### src/rtl/dav_tx.sv
`default_nettype none
// ============================================================================
// Module   : dav_tx
// Purpose  : Inter-FPGA DAV line transmitter. Fixed-width pulses, guaranteed
//            low gaps, saturating request queue, KILL re-arm.
// Revision : 1.0  initial release
// ============================================================================
module dav_tx #(
    parameter int PW      = 2,
    parameter int GAP     = 2,
    parameter int ARM_LOW = 8,
    parameter int CW      = 4
) (
    input  logic          C,
    input  logic          RST,
    input  logic          REQ,
    input  logic          KILL,
    output logic          Q,
    output logic          BUSY,
    output logic [CW-1:0] PEND,
    output logic          OVF
);

    localparam int c_TMAX_PG = (PW > GAP) ? PW : GAP;
    localparam int c_TMAX    = (c_TMAX_PG > ARM_LOW) ? c_TMAX_PG : ARM_LOW;
    localparam int c_TW      = $clog2(c_TMAX + 1);

    localparam logic [c_TW-1:0] c_PW_END   = c_TW'(PW - 1);
    localparam logic [c_TW-1:0] c_GAP_END  = c_TW'(GAP - 1);
    localparam logic [c_TW-1:0] c_ARM_END  = c_TW'(ARM_LOW - 1);
    localparam logic [c_TW-1:0] c_TMR_ONE  = c_TW'(1);
    localparam logic [CW-1:0]   c_PEND_MAX = {CW{1'b1}};
    localparam logic [CW-1:0]   c_PEND_ONE = CW'(1);

    typedef enum logic [1:0] {
        ST_ARM  = 2'd0,
        ST_IDLE = 2'd1,
        ST_HIGH = 2'd2,
        ST_LOW  = 2'd3
    } state_t;

    state_t            r_state;
    state_t            w_state_nx;
    logic [c_TW-1:0]   r_tmr;
    logic [c_TW-1:0]   w_tmr_nx;
    logic [CW-1:0]     r_pend;
    logic [CW-1:0]     w_pend_nx;
    logic              r_ovf;
    logic              w_ovf_nx;
    logic              w_start;
    logic              w_work;
    (* IOB = "TRUE" *) logic r_q;
    logic              r_busy;

    assign w_work = REQ || (r_pend != '0);

    always_comb begin
        w_state_nx = r_state;
        w_tmr_nx   = r_tmr;
        w_pend_nx  = r_pend;
        w_ovf_nx   = r_ovf;
        w_start    = 1'b0;

        case (r_state)
            ST_ARM: begin
                if (r_tmr == c_ARM_END) begin
                    w_state_nx = ST_IDLE;
                    w_tmr_nx   = '0;
                end else begin
                    w_tmr_nx = r_tmr + c_TMR_ONE;
                end
            end
            ST_IDLE: begin
                if (w_work) begin
                    w_start    = 1'b1;
                    w_state_nx = ST_HIGH;
                    w_tmr_nx   = '0;
                end
            end
            ST_HIGH: begin
                if (r_tmr == c_PW_END) begin
                    w_state_nx = ST_LOW;
                    w_tmr_nx   = '0;
                end else begin
                    w_tmr_nx = r_tmr + c_TMR_ONE;
                end
            end
            default: begin
                // Queued work leaves LOW straight into HIGH, no IDLE bubble.
                if (r_tmr == c_GAP_END) begin
                    w_tmr_nx = '0;
                    if (w_work) begin
                        w_start    = 1'b1;
                        w_state_nx = ST_HIGH;
                    end else begin
                        w_state_nx = ST_IDLE;
                    end
                end else begin
                    w_tmr_nx = r_tmr + c_TMR_ONE;
                end
            end
        endcase

        if (w_start) begin
            if (!REQ) begin
                w_pend_nx = r_pend - c_PEND_ONE;
            end
        end else if (REQ) begin
            if (r_pend == c_PEND_MAX) begin
                w_ovf_nx = 1'b1;
            end else begin
                w_pend_nx = r_pend + c_PEND_ONE;
            end
        end

        // KILL overrides everything except RST; OVF history is kept.
        if (KILL) begin
            w_state_nx = ST_ARM;
            w_tmr_nx   = '0;
            w_pend_nx  = '0;
            w_ovf_nx   = r_ovf;
        end
    end

    always_ff @(posedge C) begin
        if (RST) begin
            r_state <= ST_ARM;
            r_tmr   <= '0;
            r_pend  <= '0;
            r_ovf   <= 1'b0;
            r_q     <= 1'b0;
            r_busy  <= 1'b1;
        end else begin
            r_state <= w_state_nx;
            r_tmr   <= w_tmr_nx;
            r_pend  <= w_pend_nx;
            r_ovf   <= w_ovf_nx;
            r_q     <= (w_state_nx == ST_HIGH);
            r_busy  <= (w_state_nx != ST_IDLE) || (w_pend_nx != '0);
        end
    end

    assign Q    = r_q;
    assign BUSY = r_busy;
    assign PEND = r_pend;
    assign OVF  = r_ovf;

endmodule
`default_nettype wire

### config.mk
export PLATFORM = sky130hd
export DESIGN_NAME = dav_tx
export DESIGN_NICKNAME = d
export VERILOG_FILES = /design/src/rtl/dav_tx.sv
export SDC_FILE = /design/constraint.sdc
export NUM_CORES = 1
export LEC_CHECK = 0
export ABC_AREA = 1
export ABC_CLOCK_PERIOD_IN_PS = 3200
export BUFFER_PORTS_ARGS = -buffer_cell sky130_fd_sc_hd__buf_4
export CAP_MARGIN = 20
export CORE_MARGIN = 2
export CORE_UTILIZATION = 45
export DETAILED_ROUTE_END_ITERATION = 6
export GPL_TIMING_DRIVEN = 0
export PLACE_DENSITY_LB_ADDON = 0.05
export SYNTH_ARGS = -nofsm -noshare
export SYNTH_HDL_FRONTEND = slang
export SYNTH_SLANG_ARGS = --single-unit
### constraint.sdc
create_clock -name C -period 3.2 [get_ports C]
set_input_delay 0.16 -clock C [delete_from_list [all_inputs] [get_ports C]]
set_output_delay 0.16 -clock C [all_outputs]
set_load 0.05 [all_outputs]
# --- Word level (Yosys, flattened, before mapping) ---
# Cells that the tools add are included.
word_totals:
  ff_bits: 13
  elab_cells: 46
classes:
  add_sub_neg: 3
  eq_ne: 8
  n_mux: 19
  bitwise_logic: 2
  n_reduce_logical: 8
op_table:
  columns: ["cell", "count"]
  rows:
  - ["2-to-1 mux 4 bit", 8]
  - ["2-to-1 mux 2 bit", 6]
  - ["adder 4 x 1 -> 4 bit (second input constant)", 2]
  - ["case mux 4 bit (2 select lines)", 1]
  - ["nonzero test 4 bit", 2]
  - ["case mux 2 bit (3 select lines)", 1]
  - ["== test 2 bit (second input constant)", 2]
  - ["== test 4 x 1 -> 1 bit (second input constant)", 1]
  - ["== test 4 x 3 -> 1 bit (second input constant)", 1]
  - ["== test 4 bit (second input constant)", 1]
  - ["AND reduction 4 bit", 1]
  - ["OR reduction 2 bit", 2]
  - ["subtractor 4 x 1 -> 4 bit (second input constant)", 1]
  - ["== test 2 x 1 -> 1 bit (second input constant)", 1]
  - ["zero test 2 bit", 1]
  - ["logical OR 1 bit", 2]
  - ["2-to-1 mux 1 bit", 2]
  - ["!= test 2 x 1 -> 1 bit (second input constant)", 1]
  - ["!= test 2 bit (second input constant)", 1]
  - ["NOT 1 bit", 2]
  - ["case mux 1 bit (2 select lines)", 1]

# --- Logic depth before layout (Yosys ltp) ---
depth:
  word_depth: 9
  depth_mapped: 11
  depth_no_buf: 11

# --- Worst setup path before layout ---
# Ideal clock, no wire load.
synth_path:
  path_type: "register to register"
  startpoint: "register r_pend[0], in the netlist PEND[0]"
  endpoint: "register r_busy, in the netlist BUSY"
  arrival_time_ps: 1713
  t_required_ps: 3079
  setup_slack_ps: 1366
  stages_incl_launch_ff: 8
  n_path_buf: 0
  synth_period_minus_slack_ps: 1834
  cell_sequence: "dfxtp_1 inv_1 ha_1 nand3_2 nand3_2 o21bai_1 nand3_1 nand3_1"
synth_via:
  elab_chain_cells: 9
  elab_cells_between_ends: 21
  classes_between: "add/sub (2); eq/ne (2); mux (13); reduce/logical (4)"
synth_rtl:
  columns: ["element", "line_no", "rtl"]
  rows:
  - ["start: declaration", "46", "logic [CW-1:0] r_pend;"]
  - ["start signal: assignment", "136", "r_pend <= w_pend_nx;"]
  - ["parallel branches: the longest is 8 deep, another holds adder 4 x 1 -> 4 bit", null, null]
  - ["logical OR 1 bit *", "139", "r_busy <= (w_state_nx != ST_IDLE) || (w_pend_nx != '0);"]
  - ["end signal: assignment", "139", null]
  - ["end: declaration", "53", "logic r_busy;"]
# Mark *: on every way between the ends.
# A chain may end at the register's enable or synchronous reset.

# --- Final worst setup path ---
# Same ends and word-level chain as after synthesis.

==> summary.md <==
For the total wirelength of the detailed-routed design, the log shows 1770 um. The share of the synthesized area in the top cell type was 0.289. The run gives 1920 um2 as the core footprint.

The slew at the pin closest to its max-slew limit works out to 0.336 ns. For the final database, setup skew stands at 0.00510 ns. In this run, post-CTS hold repair placed 0 buffers.

The period utilization works out to 0.504. Mean area per synthesized cell: 6.82 um2. In this run, CTS created clock tree buffers numbering 3. Hold timing on the final database bottoms out at a slack of 0.195 ns. The clock share of power was 0.324; the internal power was 0.229 mW.

Tracing the worst setup path back leads to its startpoint at PEND[0]$_SDFF_PP0_. The total instance count after detailed placement came out at 167. The combined global-route utilization of all metal layers was 0.168. The clock drives 13 sinks.

The fraction of power spent switching nets is 0.278. TritonCTS built the clock tree. The tools report the worst flop-to-flop path endpoint as BUSY$_SDFF_PP1_. Critical setup path kind: reg -> reg. The tools report the switching power of the nets as 0.0885 mW. 0 antenna diodes ended up in the layout.

The tightest min-delay check is of the in -> reg type. The total of endpoints with negative setup slack in the final report came out at 0. In this design, the critical path's most frequently occurring cell is nand3_1. The number of core rows came out at 16. The number of gates resized after CTS was 0; the combinational group share of total power was 0.147. The run gives 25 as the distinct cell type count after synthesis. Fraction of final layout cells sized beyond drive strength 1: 0.160.

The tools report the source of the worst register-to-register timing path as PEND[0]$_SDFF_PP0_. The aggregate negative setup slack was 0 ns. Final count of hold timing violations: 0. The synthesized design contains 13 register bits. The power density over the cells came out at 312 nW/um2.

For this run, the detailed router's first-pass iteration total came to 4. Remaining design rule violation count: 0. The total grt overflow came out at 0. The run gives 260 um2 as the area of all sequential standard cells. STA classifies the critical path startpoint as a flip-flop.

The logs give 0 for the count of warnings emitted by yosys and 0.318 mW for the total power. The share of synthesized registers carrying an async set or reset came out at 0. During placement, the flow inserted port buffers numbering 8. The number of enable-type register cells in the synthesized netlist was 0.

Setup repair after global routing left no endpoint under its margin. The sequential fraction of design power is 0.529. When the netlist entered floorplanning its net count stood at 142. The worst slew margin relative to its limit was 0.776; the per-cell routed wire length was 10.4 um. The worst setup path is captured at a flip-flop.

The kind of cell with the highest combined delay on the critical path was simple AND/OR/NAND/NOR gates. The die outline area is 2370 um2. Yosys instantiated no cell more often than nand2_1.

Area growth from synthesis to layout: 13.4%. Ranked by total cell area, the synthesized netlist is headed by dfxtp_1 (29%), nand2_1 (11%), nor2_1 (8.8%). The logs give 900 um2 for the cell area after synthesis and 556 um2 for the footprint of the multi-input gates. The worst path buffer plus inverter count was 1; the number of instances in the synthesized netlist was 132. The run gives 0.289 as the proportion of synthesized chip area in sequential cells. For hold timing, the worst endpoint is PEND[3]$_SDFF_PP0_.

Summed over all instances, the cell type with the most area after synthesis is dfxtp_1. The tools report the leakage power figure as 0.487 nW. The stage delay of the slowest cell on the critical path works out to 0.36 ns. The effective utilization at floorplan is 0.468.

The top-level port count is 11, and the clock period minus final worst setup slack is 1.61 ns. The run gives 3.37 ns as the required arrival time at the worst endpoint. For this run, the top clock speed supported by timing is 0.620 GHz. In this run the horizontal extent of the chip is 48.7 um.

The critical hold path startpoint is KILL. The slowest stage of the critical path belongs to the cell dfxtp_1. The post-layout net count is 155, and the number of global-route vias before repair is 739.

Wire length of the first global-routing pass: 3210 um. The run gives 0.531 as the share of the core filled with cells. Buffers added to address setup during post-CTS repair amount to 0. The leading register cell type out of synthesis was dfxtp_1.

The HPWL after detailed placement is 1430 um. The worst hold path stage count was 4. After filler insertion, the fill cell instance count of the layout stands at 203. The initial antenna violation count is 0, and the via density per instance is 4.88. The commonest cells after synthesis are nand2_1 (27), nor2_1 (21), inv_1 (14). The maximum level of the CTS H-tree was 1; the number of cells on the worst reg-to-reg path was 9. Height of the die: 48.7 um. The detailed router placed 835 vias in this run. The clock reaches the later pin of the worst-skew pair after 0.28 ns. Along the worst path, the maximum fanout reaches 6. The critical path goes through inv_1, ha_1, nand2_2, nor2_4, nand3_2, nand3_1, nand3_1, nor2_1, nand3_1. At the worst endpoint, the arrival time is 1.78 ns. The tree is rooted in a clkbuf_4. After clock tree synthesis, the clock-pin slew on the worst setup and hold paths is 0.08 ns. Entering global routing, the biggest net connects 10 pins. For the maximum resistive drop on vdd, the log shows 0.191 mV.

The number of routed nets with antenna violations was 0; the register-to-register path setup slack was 1.59 ns. The filler-free cell count of the finished design was 171. The congestion estimate from routability-driven global placement came to 0.853. The max-slew violation total from the final report is 0.

Across the run, the number of max-cap violations was 0. The flow ran to the end, and the final reports show no timing, DRC or antenna violations. For the number of DRC violations after detailed-routing iteration 0, the log shows 13. The clock passes through at most 2 buffers.
area by class of cell:
cell class	count	area share
plain buffers	2	0.0147
clock buffers	4	0.0258
inverters	17	0.0675
multi-input cells	100	0.545
flip-flops and latches	13	0.255
well taps	27	0.0331
repair buffers	8	0.0589
worst max path at each step:
stage / to / slack [ns] / cells after the start
5_1_grt: BUSY$_SDFF_PP1_ / 1.44 / 9
3_3_place_gp: BUSY$_SDFF_PP1_ / 1.60 / 9
2_1_floorplan: BUSY$_SDFF_PP1_ / 1.37 / 7
6_report: BUSY$_SDFF_PP1_ / 1.59 / 9
4_1_cts: BUSY$_SDFF_PP1_ / 1.58 / 9
3_5_place_dp: BUSY$_SDFF_PP1_ / 1.59 / 9
flip-flops by register name, indices dropped and copies added (netlist names):
register and flops:
BUSY 1, OVF 1, PEND 4, Q 1, r_state 2, r_tmr 4
cells by family (layout without fill, tap and decap cells):
logic type                 Yosys count  after routing  share of synthesized area
AOI/OAI and AO/OA                   17             17                      0.106
xor gates and xnor gates             4              4                     0.0389
adders and majority gates            6              6                     0.0834
buffers and inverters               19             31                     0.0932
DFF                                 13             13                      0.289
and+or+nand+nor                     73             73                      0.389
per-layer routing:
metal	wire length (um)	global-route usage	part of all wire	vias to the layer above
met5	0	0	0	-
met4	8	0.0429	0.0045	0
met3	48	0.0401	0.027	2
met2	869	0.292	0.49	9
met1	844	0.207	0.48	377
li1	-	-	-	447
stage by stage:
step                setup slack [ns]  cell area (um2)
global route                    1.44             1020
global placement                1.60              993
CTS                             1.58             1020
finish                          1.59             1020
floorplan                       1.37              900
detailed placement              1.59              993
worst min-delay path: cells and delay by family:
family	cells	cell delay [ns]
buf+inv	1	0.11
simple gates	3	0.17
placed cells by master (no fill, tap or decap), types with 2 or more instances in the layout:
master    synthesis  routed
dfxtp_1          13      13
ha_1              6       6
buf_4             0       8
nand4_1           4       4
xor2_1            4       4
clkbuf_4          0       3
inv_1            14      14
a21oi_1           3       3
nor2_4            2       2
o21ai_0           9       9
clkbuf_1          1       2
nor2_1           21      21
inv_2             2       2
nand3_1          11      11
nand2_2           2       2
nand2_1          27      27
nand3_2           3       3
power groups by stage:
| stage | clock [mW] | sequential (mW) | combinational, mW |
|---|---|---|---|
| 6_report | 0.103 | 0.168 | 0.0467 |
| 2_1_floorplan | 0 | 0.176 | 0.0324 |
| 4_1_cts | 0.105 | 0.168 | 0.0472 |
| 3_3_place_gp | 0 | 0.172 | 0.0465 |
| 5_1_grt | 0.117 | 0.169 | 0.0526 |
| 3_5_place_dp | 0 | 0.172 | 0.0470 |
No activity file was read; power rests on OpenSTA's default activity.
